File: src/rtl/i2c_tgt_pkg.sv
// i2c_tgt_pkg: shared state encoding and protocol constants for the I2C target
package i2c_tgt_pkg;
  typedef enum logic [3:0] {
    IDLE, ADDR, ACK_ADDR, PTR, ACK_PTR, WDATA, ACK_WDATA, RDATA, RACK, WAIT
  } state_t;
  localparam logic [6:0] I2C_GENERAL_CALL = 7'h00;
  localparam int I2C_BYTE_BITS = 8;
endpackage

File: src/rtl/i2c_line_filter.sv
// i2c_line_filter: synchronizes a bus line, accepts a level after FILTER_LEN equal samples, flags edges
module i2c_line_filter #(
  parameter int FILTER_LEN = 3
) (
  input  logic clk,
  input  logic rst_n,
  input  logic raw_i,
  output logic lvl_o,
  output logic rise_o,
  output logic fall_o
);
  localparam int CW = $clog2(FILTER_LEN + 1);
  logic [1:0] sync_q, sync_d;
  logic [CW-1:0] cnt_q, cnt_d;
  logic lvl_q, lvl_d, rise_q, rise_d, fall_q, fall_d;
  always_comb begin
    sync_d = {sync_q[0], raw_i};
    cnt_d = '0;
    lvl_d = lvl_q;
    if (sync_q[1] != lvl_q) begin
      if (cnt_q == CW'(FILTER_LEN - 1)) lvl_d = sync_q[1];
      else cnt_d = cnt_q + CW'(1);
    end
    rise_d = lvl_d & ~lvl_q;
    fall_d = ~lvl_d & lvl_q;
  end
  always_ff @(posedge clk or negedge rst_n)
    if (!rst_n) begin
      sync_q <= '1;
      cnt_q <= '0;
      lvl_q <= 1'b1;
      rise_q <= 1'b0;
      fall_q <= 1'b0;
    end else begin
      sync_q <= sync_d;
      cnt_q <= cnt_d;
      lvl_q <= lvl_d;
      rise_q <= rise_d;
      fall_q <= fall_d;
    end
  assign lvl_o = lvl_q;
  assign rise_o = rise_q;
  assign fall_o = fall_q;
endmodule

File: src/rtl/i2c_target_regfile.sv
// i2c_target_regfile: oversampled I2C target with a pointer-addressed, auto-incrementing byte register file
module i2c_target_regfile
  import i2c_tgt_pkg::*;
#(
  parameter logic [6:0] TARGET_ADDR = 7'h48,
  parameter int NUM_REGS = 4,
  parameter int FILTER_LEN = 3,
  parameter logic [NUM_REGS*8-1:0] RESET_VAL = '0,
  localparam int PW = (NUM_REGS > 1) ? $clog2(NUM_REGS) : 1
) (
  input  logic                  clk,
  input  logic                  rst_n,
  input  logic                  scl_i,
  input  logic                  sda_i,
  output logic                  sda_oe,
  output logic [NUM_REGS*8-1:0] regs_q,
  output logic                  wr_stb,
  output logic [PW-1:0]         wr_idx,
  output logic                  busy
);
  logic scl_lvl, scl_rise, scl_fall, sda_lvl, sda_rise, sda_fall;
  logic start, stop, last, ack_hi, ptr_ok;
  state_t state_q, state_d;
  logic [7:0] shift_q, shift_d, tx_q, tx_d, byte_in, rd_byte;
  logic [3:0] bit_q, bit_d;
  logic [PW-1:0] ptr_q, ptr_d, ptr_inc, wr_idx_q, wr_idx_d;
  logic [NUM_REGS*8-1:0] regs_d;
  logic rw_q, rw_d, oe_q, oe_d, wr_stb_q, wr_stb_d, busy_q, busy_d;

  i2c_line_filter #(.FILTER_LEN(FILTER_LEN)) u_scl (
    .clk(clk), .rst_n(rst_n), .raw_i(scl_i), .lvl_o(scl_lvl), .rise_o(scl_rise), .fall_o(scl_fall)
  );
  i2c_line_filter #(.FILTER_LEN(FILTER_LEN)) u_sda (
    .clk(clk), .rst_n(rst_n), .raw_i(sda_i), .lvl_o(sda_lvl), .rise_o(sda_rise), .fall_o(sda_fall)
  );

  // an SCL edge in the same cycle masks START/STOP so data transitions are never misread
  assign start = sda_fall & scl_lvl & ~scl_rise & ~scl_fall;
  assign stop = sda_rise & scl_lvl & ~scl_rise & ~scl_fall;
  assign byte_in = {shift_q[6:0], sda_lvl};
  assign rd_byte = regs_q[8*ptr_q +: 8];
  assign ptr_inc = (ptr_q == PW'(NUM_REGS - 1)) ? '0 : ptr_q + PW'(1);
  assign ptr_ok = {24'd0, byte_in} < NUM_REGS;
  assign last = bit_q == 4'(I2C_BYTE_BITS - 1);
  assign ack_hi = bit_q == 4'(I2C_BYTE_BITS);
  assign sda_oe = oe_q;
  assign wr_stb = wr_stb_q;
  assign wr_idx = wr_idx_q;
  assign busy = busy_q;

  always_comb begin
    state_d = state_q;
    shift_d = shift_q;
    bit_d = bit_q;
    ptr_d = ptr_q;
    tx_d = tx_q;
    rw_d = rw_q;
    oe_d = oe_q;
    regs_d = regs_q;
    wr_stb_d = 1'b0;
    wr_idx_d = wr_idx_q;
    busy_d = busy_q;
    if (start || stop) begin
      state_d = start ? ADDR : IDLE;
      busy_d = start;
      bit_d = '0;
      oe_d = 1'b0;
    end else if (scl_rise) begin
      shift_d = byte_in;
      bit_d = bit_q + 4'd1;
      case (state_q)
        ADDR: if (last) begin
          rw_d = byte_in[0];
          state_d = (byte_in[7:1] == TARGET_ADDR && byte_in[7:1] != I2C_GENERAL_CALL) ? ACK_ADDR : WAIT;
        end
        PTR: if (last) begin
          state_d = ptr_ok ? ACK_PTR : WAIT;
          ptr_d = ptr_ok ? byte_in[PW-1:0] : ptr_q;
        end
        WDATA: if (last) begin
          regs_d[8*ptr_q +: 8] = byte_in;
          wr_stb_d = 1'b1;
          wr_idx_d = ptr_q;
          ptr_d = ptr_inc;
          state_d = ACK_WDATA;
        end
        RDATA: if (last) state_d = RACK;
        RACK: begin
          state_d = sda_lvl ? WAIT : RACK;
          ptr_d = sda_lvl ? ptr_q : ptr_inc;
        end
        default: ;
      endcase
    end else if (scl_fall) begin
      // ack phases: first fall drives/releases the 9th bit, second fall hands over to the next byte
      case (state_q)
        ACK_ADDR, ACK_PTR, ACK_WDATA: if (ack_hi) oe_d = 1'b1;
        else begin
          bit_d = '0;
          tx_d = rd_byte;
          oe_d = (state_q == ACK_ADDR) && rw_q && !rd_byte[7];
          state_d = (state_q != ACK_ADDR) ? WDATA : rw_q ? RDATA : PTR;
        end
        RDATA: begin
          tx_d = tx_q << 1;
          oe_d = ~tx_q[6];
        end
        RACK: if (ack_hi) oe_d = 1'b0;
        else begin
          bit_d = '0;
          tx_d = rd_byte;
          oe_d = ~rd_byte[7];
          state_d = RDATA;
        end
        default: ;
      endcase
    end
  end

  always_ff @(posedge clk or negedge rst_n)
    if (!rst_n) begin
      state_q <= IDLE;
      shift_q <= '0;
      bit_q <= '0;
      ptr_q <= '0;
      tx_q <= '0;
      rw_q <= 1'b0;
      oe_q <= 1'b0;
      regs_q <= RESET_VAL;
      wr_stb_q <= 1'b0;
      wr_idx_q <= '0;
      busy_q <= 1'b0;
    end else begin
      state_q <= state_d;
      shift_q <= shift_d;
      bit_q <= bit_d;
      ptr_q <= ptr_d;
      tx_q <= tx_d;
      rw_q <= rw_d;
      oe_q <= oe_d;
      regs_q <= regs_d;
      wr_stb_q <= wr_stb_d;
      wr_idx_q <= wr_idx_d;
      busy_q <= busy_d;
    end
endmodule

File: config.mk
export PLATFORM = sky130hd
export DESIGN_NAME = i2c_target_regfile
export DESIGN_NICKNAME = d
export VERILOG_FILES = /design/src/rtl/i2c_tgt_pkg.sv /design/src/rtl/i2c_line_filter.sv /design/src/rtl/i2c_target_regfile.sv
export SDC_FILE = /design/constraint.sdc
export NUM_CORES = 1
export LEC_CHECK = 0
export CAP_MARGIN = 25
export CORE_UTILIZATION = 50
export CTS_CLUSTER_DIAMETER = 50
export DETAILED_ROUTE_END_ITERATION = 7
export PLACE_DENSITY = 0.77
export SETUP_SLACK_MARGIN = 0.1
export SLEW_MARGIN = 15
export SYNTH_ARGS = -nofsm -noshare
export SYNTH_HDL_FRONTEND = slang
export SYNTH_HIERARCHICAL = 1
export SYNTH_SLANG_ARGS = --single-unit
File: constraint.sdc
create_clock -name clk -period 2.2 [get_ports clk]
set_input_delay 0.44 -clock clk [delete_from_list [all_inputs] [get_ports clk]]
set_output_delay 0.44 -clock clk [all_outputs]
set_load 0.01 [all_outputs]
Yosys cells after proc, flatten, opt, wreduce, memory -nomap -nowiden. Cells that the tools add are included. Widths: inputs -> output; s select.

Flip-flop bits (word level): 76. Input port bits: 4. Output and inout port bits: 37. Word-level logic and storage cells: 152.

Add/sub/neg operators: 5. Order comparisons: 1. Eq/ne operators: 31. Shift operators: 3. Muxes and demuxes: 49. Bitwise operators: 19. Reductions and logical operators: 23.

Operators by type and width (number): $mux 4 (16); $neg 5->34 (1); $shift 8x34->32 const A (1); $shiftx 8x34->32 (1); $bwmux 32 (1); $shiftx 32x6->8 (1); $eq 4x3->1 const B (5); $pmux 4 s5 (1); $mux 2 (9); $ne 4x4->1 const B (4); $mux 1 (15); $pmux 7 s2 (1); $ne 2x2->1 const B (6); $and 1x1->1 (10); $not 1->1 (9); $reduce_and 9->1 (1); $reduce_bool 3->1 (3); $eq 4x2->1 const B (2); $eq 4x4->1 const B (2); $lt 8x3->1 const B (1); $ne 4x3->1 const B (2); $pmux 4 s2 (1); $reduce_and 4->1 (2); $reduce_bool 4->1 (2); other kinds (24) (34).

Depth between registers and ports, before layout. Gate-level depths: netlist (run 1).

Depth after elaboration: 8. Mapped depth: 7. Gate-level depth less buffers: 6.

By module. The synthesis (run 1) kept the hierarchy.

By module, submodules not included: i2c_target_regfile (times used 1, cells an instance 335, area an instance 3512.1 µm², sequential area each 1551.5 µm²); i2c_line_filter (times used 2, cells an instance 14, area an instance 244.0 µm², sequential area each 178.9 µm²).

Worst setup path before layout (run 1). Ideal clock, no wire load.

Kind: register -> register. From: register ptr_q[0]. To: register regs_q[0]. Library setup time: 0.084 ns. Data arrival time: 1.937 ns. Required time: 2.116 ns. Slack: 0.179 ns. Stages on the path, launching flop included: 7. Path buffers: 1. Clock period less this slack: 2.021 ns. Cell sequence: dfrtp_1 > buf_4 > inv_1 > ha_1 > nor3b_1 > nand2_1 > o21ai_0.

Longest elaborated chain between the ends: 3. Elaborated cells between the ends (all ways): 4. Classes of those cells: add/sub: 1; shift: 2; mux: 1.

RTL lines: from (decl) (RTL line i2c_target_regfile.sv:26) `logic [PW-1:0] ptr_q, ptr_d, ptr_inc, wr_idx_q, wr_idx_d;`; from (signal assigned) (RTL line i2c_target_regfile.sv:137) `ptr_q <= ptr_d;`; $neg 5->34 (*) (RTL line i2c_target_regfile.sv:81) `regs_d[8*ptr_q +: 8] = byte_in;`; $shiftx 8x34->32 / $shift 8x34->32 (equally long branches) (RTL line i2c_target_regfile.sv:81); $bwmux 32 (*) (RTL line i2c_target_regfile.sv:81); to (signal assigned) (RTL line i2c_target_regfile.sv:141) `regs_q <= regs_d;`; to (decl) (RTL line i2c_target_regfile.sv:16) `output logic [NUM_REGS*8-1:0] regs_q,`.

Mark *: on every way between the ends. The rest lies on a longest branch, timed or not. A chain may end at the register's enable or synchronous reset.

Final worst setup path (run 1).
From: register state_q[3]. To: register state_q[1].

Longest elaborated chain between the ends: 7. Elaborated cells between the ends (all ways): 26. Classes of those cells: eq/ne: 16; mux: 7; reduce/logical: 3.

RTL lines: from (decl) (RTL line i2c_target_regfile.sv:23) `state_t state_q, state_d;`; from (signal assigned) (RTL line i2c_target_regfile.sv:134) `state_q <= state_d;`; $ne 4x2->1 (RTL line i2c_target_regfile.sv:102) `state_d = (state_q != ACK_ADDR) ? WDATA : rw_q ? RDATA : PTR;`; $mux 3 (RTL line i2c_target_regfile.sv:102); $mux 4 (RTL line i2c_target_regfile.sv:97) `ACK_ADDR, ACK_PTR, ACK_WDATA: if (ack_hi) oe_d = 1'b1;`; $pmux 4 s2 (RTL line i2c_target_regfile.sv:96) `case (state_q)`; $mux 4 (RTL line i2c_target_regfile.sv:94) `end else if (scl_fall) begin`; $mux 4 (RTL line i2c_target_regfile.sv:68) `end else if (scl_rise) begin`; $mux 4 (RTL line i2c_target_regfile.sv:63) `if (start || stop) begin`.

Several ways; a longest one is shown, not always the timed one. The select of a mux whose other input is x is not followed.

==> metrics.md, run 1 <==
| Metric | Value |
|---|---|
| Status | complete, no violations |
| Final hold viol count | 0 |
| Die area | 0.00836 mm² |
| CP startpoint kind | flip-flop |
| Post-Route Skew | 0.0179 ns |
| Total grt overflow | 0 |
| Syn Area/Cell | 11.0 µm² |
| Crit share post-route | 92.4% |
| DP HPWL | 6.80 mm |
| Non-Filler Instances | 526 |
| CP Data Arrival Time | 2.29 ns |
| CP Max Fanout | 11 |
| Synth-to-layout area growth | 20.9% |
| Routed vias/inst | 5.79 |
| Gate count of the mapped netlist | 363 |
| Clk pwr share | 23.4% |
| Drt initial violations | 145 |
| Share of synthesized registers carrying an async set or reset | 100% |
| PortBufs | 40 |
| Net Sw Power | 1760 µW |
| Worst Setup Path Type | reg2reg |
| CP peak stage delay | 0.55 ns |
| Pwr dens | 939 mW/mm² |
| Core box area | 0.00773 mm² |
| Final Util | 62.6% |
| Chip height | 91.4 µm |
| Post-route antenna net violation count | 0 |
| Hold-fix buffers, CTS | 0 |
| Nets | 431 |
| # IOs | 41 |
| Internal | 2780 µW |
| Post-synthesis sequential area ratio | 47.7% |
| Diodes inserted | 0 |
| Setup TNS | 0 ns |
| Most used DFF post-synth | dfrtp_1 |
| Mapped Area | 0.00400 mm² |
| Critical-path top delay cell | dfrtp_1 |
| Slew at the pin closest to its max-slew limit | 0.558 ns |
| Largest net degree at the start of global routing | 43 |
| Drt wl/cell | 17.9 µm |
| CTS root buffer | clkbuf_8 |
| Initial antenna violation count | 0 |
| CTS buffer count | 9 |
| Number of global-route vias before repair | 3,014 |
| Die Wd | 91.4 µm |
| Num rows | 32 |
| Clock tree sinks | 76 |
| Comb power frac | 36.1% |
| Pre-antenna DRT Iters | 4 |
| Crit. End Element | flip-flop |
| Peak VDD IR | 0.000590 V |
| Max Clk Rate | 492 MHz |
| Critical Path RT | 2.46 ns |
| Shortest period the worst path allows | 2.03 ns |
| Min-delay worst type | in2async |
| Max-slew headroom | 62.5% |
| Via count | 3,046 |
| Placed insts | 510 |
| Max-cap violations | 0 |
| Worst-path clk slew | 0.10 ns |
| Share of layout cells above drive strength 1 | 23.1% |
| Number of synthesized flops with an enable pin | 0 |
| First-pass GRT wire length | 15.5 mm |
| Unrepaired setup endpoints after global routing | no |
| CP Cell Sequence | or3b_4 > a2111oi_4 > o21ai_2 > mux2_1 |
| Sequential power share | 40.5% |
| Sw Share | 38.8% |
| Initial Utilization | 51.8% |
| Routed WL | 9.43 mm |
| GP Congestion | 0.873 |
| CTS Buffer Depth | 2 |
| Most frequent cells in the layout | dfrtp_1, nand2_1, o21ai_0 |
| Remaining DRCs | 0 |
| Yosys synthesis warning count | 6 |
| CTS tree | done |
| Synth unique cells | 63 |
| Htree depth | 3 |
| Post-synthesis register bit count | 76 |
| Most common cell after layout, fill and taps aside | dfrtp_1 |
| LEAKAGE | 0.00206 µW |
| Global Route Usage Sum | 24.3% |
| Final setup fails | 0 |
| Slew Viols, Final | 0 |
| Syn nets | 375 |
| Later-pin clock latency in the skew report | 0.37 ns |
-- state kept, by name (all words and copies together), names as in the netlist --
register      count
u_sda/fall_o      1
u_sda/cnt_q       2
u_sda/sync_q      2
u_scl/fall_o      1
wr_stb            1
u_scl/cnt_q       2
tx_q              7
rw_q              1
busy              1
u_scl/sync_q      2
regs_q           32
sda_oe            1
wr_idx            2
u_scl/lvl_o       1
u_sda/rise_o      1
shift_q           7
u_scl/rise_o      1
bit_q             4
ptr_q             2
state_q           4
u_sda/lvl_o       1
-- synthesized netlist by cell type (all sizes together) (4+ instances only) --
master   n  area share (%)
dfrtp   70              44
nand2   69             6.5
o21ai   44             5.9
mux2    27             8.4
nor3b   11             2.2
clkbuf  10            0.97
inv      9            0.84
buf      8             1.3
ha       8             2.5
mux4     8             4.5
nor3     8             1.0
nand2b   7             1.5
dfstp    6             3.9
nor2     6            0.56
mux2i    5             1.3
a21oi    4            0.50
a22o     4            0.88
nand3b   4            0.75
nand4    4            0.63
-- critical path, delay by kind of cell, from the launching register on --
kind | cells | cell delay (ns)
and+or+nand+nor | 1 | 0.45
DFF | 1 | 0.55
muxes | 1 | 0.33
AOI/OAI and AO/OA | 2 | 0.58
-- per-stage QoR --
step	setup WS (ns)	hold slack [ns]	total power (µW)	cell area [µm²]
2_1_floorplan	0.179	0.144	2930	4000
3_3_place_gp	0.256	0.347	3380	4620
3_5_place_dp	0.172	0.350	3440	4620
4_1_cts	0.148	0.0570	4500	4820
5_1_grt	0.102	0.0846	4800	4830
6_report	0.168	0.0558	4540	4830
-- cell type report --
type	count	area (µm²)
Timing Repair Buffer	63	583
Clock buffer	9	124
Multi-Input combinational cell	260	1980
Fill cell	590	2890
Clock inverter	7	73.8
Tap cell	102	128
Sequential cell	76	1910
Inverter	9	33.8
-- power by group through the flow --
stage          combinational [µW]  sequential (µW)  clock, µW
2_1_floorplan                1170             1760          0
3_3_place_gp                 1540             1840          0
3_5_place_dp                 1580             1850          0
4_1_cts                      1590             1830       1090
5_1_grt                      1790             1860       1140
6_report                     1640             1840       1060
-- routing by layer --
metal,vias up,wire length [µm],GRT usage (%)
met5,-,0,0
met4,0,177,9.79
met3,17,492,5.44
met2,95,4700,39.7
met1,1518,4060,31.2
li1,1416,-,-
-- repair_timing --
item                       4_1_cts  5_1_grt
setup buffers                    0        0
setup endpoints to repair        0       11
gates resized for setup          0        2
-- kinds of logic after synthesis --
| family | count (synthesis) | synth area share [%] |
|---|---|---|
| xor gates and xnor gates | 4 | 0.876 |
| and+or+nand+nor | 129 | 16.9 |
| adders and majority gates | 9 | 2.75 |
| muxes | 40 | 14.2 |
| buffers and inverters | 27 | 3.16 |
| DFF | 76 | 47.7 |
| AOI/OAI and AO/OA | 78 | 14.4 |
-- path summary, 6_finish.rpt --
| kind | startpoint | end | slack [ns] | cells past startpoint |
|---|---|---|---|---|
| max | state_q[3]$_DFFE_PN0P_ | state_q[1]$_DFFE_PN0P_ | 0.17 | 4 |
| min reg2reg | u_sda/sync_q[0]$_DFF_PN1_ | u_sda/sync_q[1]$_DFF_PN1_ | 0.36 | 0 |
| min | rst_n | ptr_q[1]$_DFFE_PN0P_ | 0.06 | 1 |
| min in group clk | u_sda/sync_q[0]$_DFF_PN1_ | u_sda/sync_q[1]$_DFF_PN1_ | 0.36 | 0 |
| max reg2reg | state_q[3]$_DFFE_PN0P_ | state_q[1]$_DFFE_PN0P_ | 0.17 | 4 |
| max in group asynchronous | rst_n | rw_q$_DFFE_PN0P_ | 1.57 | 2 |
Power figures use the tool's default switching activity.
==> run 2: changes to the inputs <==
--- a/config.mk
+++ b/config.mk
@@ -9,10 +9,11 @@
 export CORE_UTILIZATION = 50
 export CTS_CLUSTER_DIAMETER = 50
 export DETAILED_ROUTE_END_ITERATION = 7
-export PLACE_DENSITY = 0.77
+export GPL_TIMING_DRIVEN = 0
+export HOLD_SLACK_MARGIN = 0.15
+export PLACE_DENSITY = 0.78
 export SETUP_SLACK_MARGIN = 0.1
 export SLEW_MARGIN = 15
 export SYNTH_ARGS = -nofsm -noshare
 export SYNTH_HDL_FRONTEND = slang
-export SYNTH_HIERARCHICAL = 1
 export SYNTH_SLANG_ARGS = --single-unit
==> metrics.md, run 2 <==
| Metric | Value |
|---|---|
| CTS tree | done |
| Setup TNS | 0 ns (unchanged) |
| Largest register by flop count | regs_q |
| Peak VDD IR | 0.000749 V (+27%) |
| XOR/XNOR Fraction of Synth Area | 0.706% (-0.17 points) |
| Die Wd | 88.3 µm (-3.5%) |
| Shortest period the worst path allows | 2.07 ns (+0.0360 ns) |
| First-pass GRT wire length | 13.8 mm (-11%) |
| Clock tree sinks | 76 (unchanged) |
| Worst-path clk slew | 0.08 ns (-0.02 ns) |
| Max-cap violations | 0 (unchanged) |
| Critical Path RT | 2.42 ns (-0.04 ns) |
| Area share of fa/ha/maj cells after synthesis | 2.69% (-0.062 points) |
| Post-route antenna net violation count | 0 (unchanged) |
| Share of synthesized registers carrying an async set or reset | 100% (unchanged) |
| Setup ws final | 0.132 ns (-0.0360 ns) |
| Global Route Usage Sum | 23.9% (-0.42 points) |
| Slew at the pin closest to its max-slew limit | 0.504 ns (-0.0543 ns) |
| Synth unique cells | 49 (-22%) |
| Synth-to-layout area growth | 22.1% |
| R2r startpoint | state_q[2]$_DFFE_PN0P_ |
| Largest cells by area after synthesis | dfrtp_1, nand2_1, mux2_2 |
| Most common cell after layout, fill and taps aside | nand2_1 |
| Pre-antenna DRT Iters | 5 (+1) |
| Most instantiated cells after synthesis | nand2_1, dfrtp_1, o21ai_0 |
| CP Cell Sequence | buf_2 > nand2b_1 > nor4_4 > nand2_1 > buf_2 > nand2_1 > o21ai_0 |
| Remaining DRCs | 0 (unchanged) |
| Hold_ws | 0.358 ns (+0.302 ns) |
| Max Clk Rate | 484 MHz (-1.7%) |
| Yosys synthesis warning count | 0 (-6) |
| Synth Area in Compound Gates | 11.7% (-2.7 points) |
| Crit share post-route | 94.0% (+1.6 points) |
| Min-delay worst type | reg2reg |
| Initial Utilization | 51.6% (-0.20 points) |
| Max-slew headroom | 66.4% (+3.9 points) |
| CTS Buffer Depth | 2 (unchanged) |
| CTS buffer count | 9 (unchanged) |
| Setup WS pre-CTS | -0.364 ns (-0.535 ns) |
| Post-synthesis sequential area ratio | 51.3% (+3.6 points) |
| Most used DFF post-synth | dfrtp_1 |
| Via count | 2,905 (-4.6%) |
| Mapped Area | 0.00372 mm² (-7.0%) |
| Number of synthesized flops with an enable pin | 0 (unchanged) |
| PortBufs | 40 (unchanged) |
| Final setup fails | 0 (unchanged) |
| Pwr dens | 1090 mW/mm² (+16%) |
| Num rows | 31 (-3.1%) |
| Die area | 0.00779 mm² (-6.9%) |
| Mux cell area share after synthesis | 12.9% (-1.3 points) |
| Drt initial violations | 256 (+77%) |
| Largest family of logic cells by synthesized area | simple AND/OR/NAND/NOR gates |
| Post-synthesis register bit count | 76 (unchanged) |
| CP Data Arrival Time | 2.28 ns (about the same) |
| Hold path startpoint | u_sda.sync_q[0]$_DFF_PN1_ |
| Slew Viols, Final | 0 (unchanged) |
| Routed WL | 8.31 mm (-12%) |
| # IOs | 41 (unchanged) |
| Worst Setup Path Type | reg2reg |
| Total grt overflow | 0 (unchanged) |
| Post-Route Skew | 0.0117 ns (-0.00618 ns) |
| DP HPWL | 5.91 mm (-13%) |
| Simple logic cell fraction of the synthesized area | 17.9% (+0.97 points) |
| Htree depth | 3 (unchanged) |
| Unrepaired setup endpoints after global routing | yes |
| Later-pin clock latency in the skew report | 0.34 ns (-0.03 ns) |
| Routed vias/inst | 5.65 (-2.4%) |
| Final hold viol count | 0 (unchanged) |
| Nets | 423 (-1.9%) |
| CP Max Fanout | 10 (-1) |
| Number of flip-flops in the largest register | 32 (unchanged) |
| Post-synth top area cell | dfrtp_1 |
| Largest regs | regs_q x32, shift_q x7, tx_q x7 |
| Syn Area/Cell | 10.4 µm² (-5.2%) |
| CP Launch Point | state_q[2]$_DFFE_PN0P_ |
| Drt wl/cell | 16.2 µm (-9.8%) |
| Initial antenna violation count | 0 (unchanged) |
| LEAKAGE | 0.00187 µW (-9.0%) |
| Most numerous cell in the Yosys netlist | nand2_1 |
| Diodes inserted | 0 (unchanged) |
| Core box area | 0.00721 mm² (-6.6%) |
| Crit. End Element | flip-flop |
| CP startpoint kind | flip-flop |
| Chip height | 88.3 µm (-3.5%) |
| Critical-path top delay cell | dfrtp_1 |
| Most frequent cells in the layout | nand2_1, dfrtp_1, clkdlybuf4s50_1 |
| Gate count of the mapped netlist | 356 (-1.9%) |
| Largest net degree at the start of global routing | 47 (+9.3%) |
| GP Congestion | 0.923 (+5.8%) |
| CP peak stage delay | 0.43 ns (-0.12 ns) |
| CTS root buffer | clkbuf_8 |
| Syn nets | 368 (-1.9%) |
| Area share of the largest cell type after synthesis | 47.1% (+3.3 points) |
| Layout filler cell count | 598 (+1.4%) |
| Status | complete, no violations |
| Share of layout cells above drive strength 1 | 19.0% (-4.1 points) |
| Number of global-route vias before repair | 2,726 (-9.6%) |
==> run 2: cell types whose count changed after synthesis, sizes merged, moves of 3 or more <==
| cell | change |
|---|---|
| nand2 | +14 |
| a21oi | +8 |
| nor3b | -8 |
| nor2 | +6 |
| clkbuf | -5 |
| mux2 | -4 |
| nand4 | -4 |
| o21ai | -4 |
| a2111oi | -3 |
| a211oi | +3 |
| o211ai | -3 |
==> run 2: layout make-up <==
cell class	count	area, µm²	share of cell area [%]
clock buffers	11	141	3.11
repair buffers	44	450	9.92
flip-flops and latches	76	1910	42.1
well taps	99	124	2.73
clock inverters	4	50.0	1.10
plain buffers	15	77.6	1.71
multi-input cells	256	1750	38.6
inverters	9	33.8	0.744
==> run 2: logic make-up (layout without fill, tap and decap cells) <==
group           after synthesis  after routing
compound gates               74             74
xor+xnor                      3              3
fa+ha+maj                     8              8
buf+inv                      24             83
flops                        76             76
mux                          35             35
simple gates                136            136
==> run 2: timing repair <==
action,4_1_cts,5_1_grt
buffers inserted,2,0
hold endpoints to repair,24,0
hold buffers,1,0
endpoints found under the setup margin,32,35
gates resized for setup,11,3
pin swaps,1,0
==> run 2: per-stage QoR <==
stage               instance area (µm²)  utilization [%]  power (µW)  cells
floorplan                          3720                -        3260    356
global placement                   4240             58.8        3710    495
detailed placement                 4270             59.2        3780    496
CTS                                4530             62.7        4920    514
global route                       4540             62.9        5290    514
finish                             4540             62.9        4950    514
==> run 2: critical path: cells and delay by family, from the launching register on <==
family	cells	cell delay, ns
and+or+nand+nor	4	0.90
DFF	1	0.43
buffers and inverters	2	0.53
AOI/OAI and AO/OA	1	0.08
==> run 2: routing by layer <==
metal  vias up  track usage [%]  routed length, µm
met2       111             35.5               3870
met5         -                0                  0
met4         0             6.89                 99
li1       1359                -                  -
met1      1426             35.3               3800
met3         9             5.50                541
==> run 2: final timing paths <==
| path | end | slack [ns] | cells past startpoint |
|---|---|---|---|
| max | regs_q[11]$_DFFE_PN0P_ | 0.13 | 7 |
| min | u_sda.sync_q[1]$_DFF_PN1_ | 0.36 | 0 |
| max reg2reg | regs_q[11]$_DFFE_PN0P_ | 0.13 | 7 |
| min reg2reg | u_sda.sync_q[1]$_DFF_PN1_ | 0.36 | 0 |
| max in group asynchronous | shift_q[2]$_DFFE_PN0P_ | 1.08 | 3 |
| min in group asynchronous | bit_q[3]$_DFFE_PN0P_ | 0.58 | 2 |
==> run 2: power breakdown <==
part | leakage (µW) | switching (µW) | internal (µW)
Clock | 0.0000914 | 492 | 547
Sequential | 0.00101 | 290 | 1670
Combinational | 0.000773 | 1120 | 837
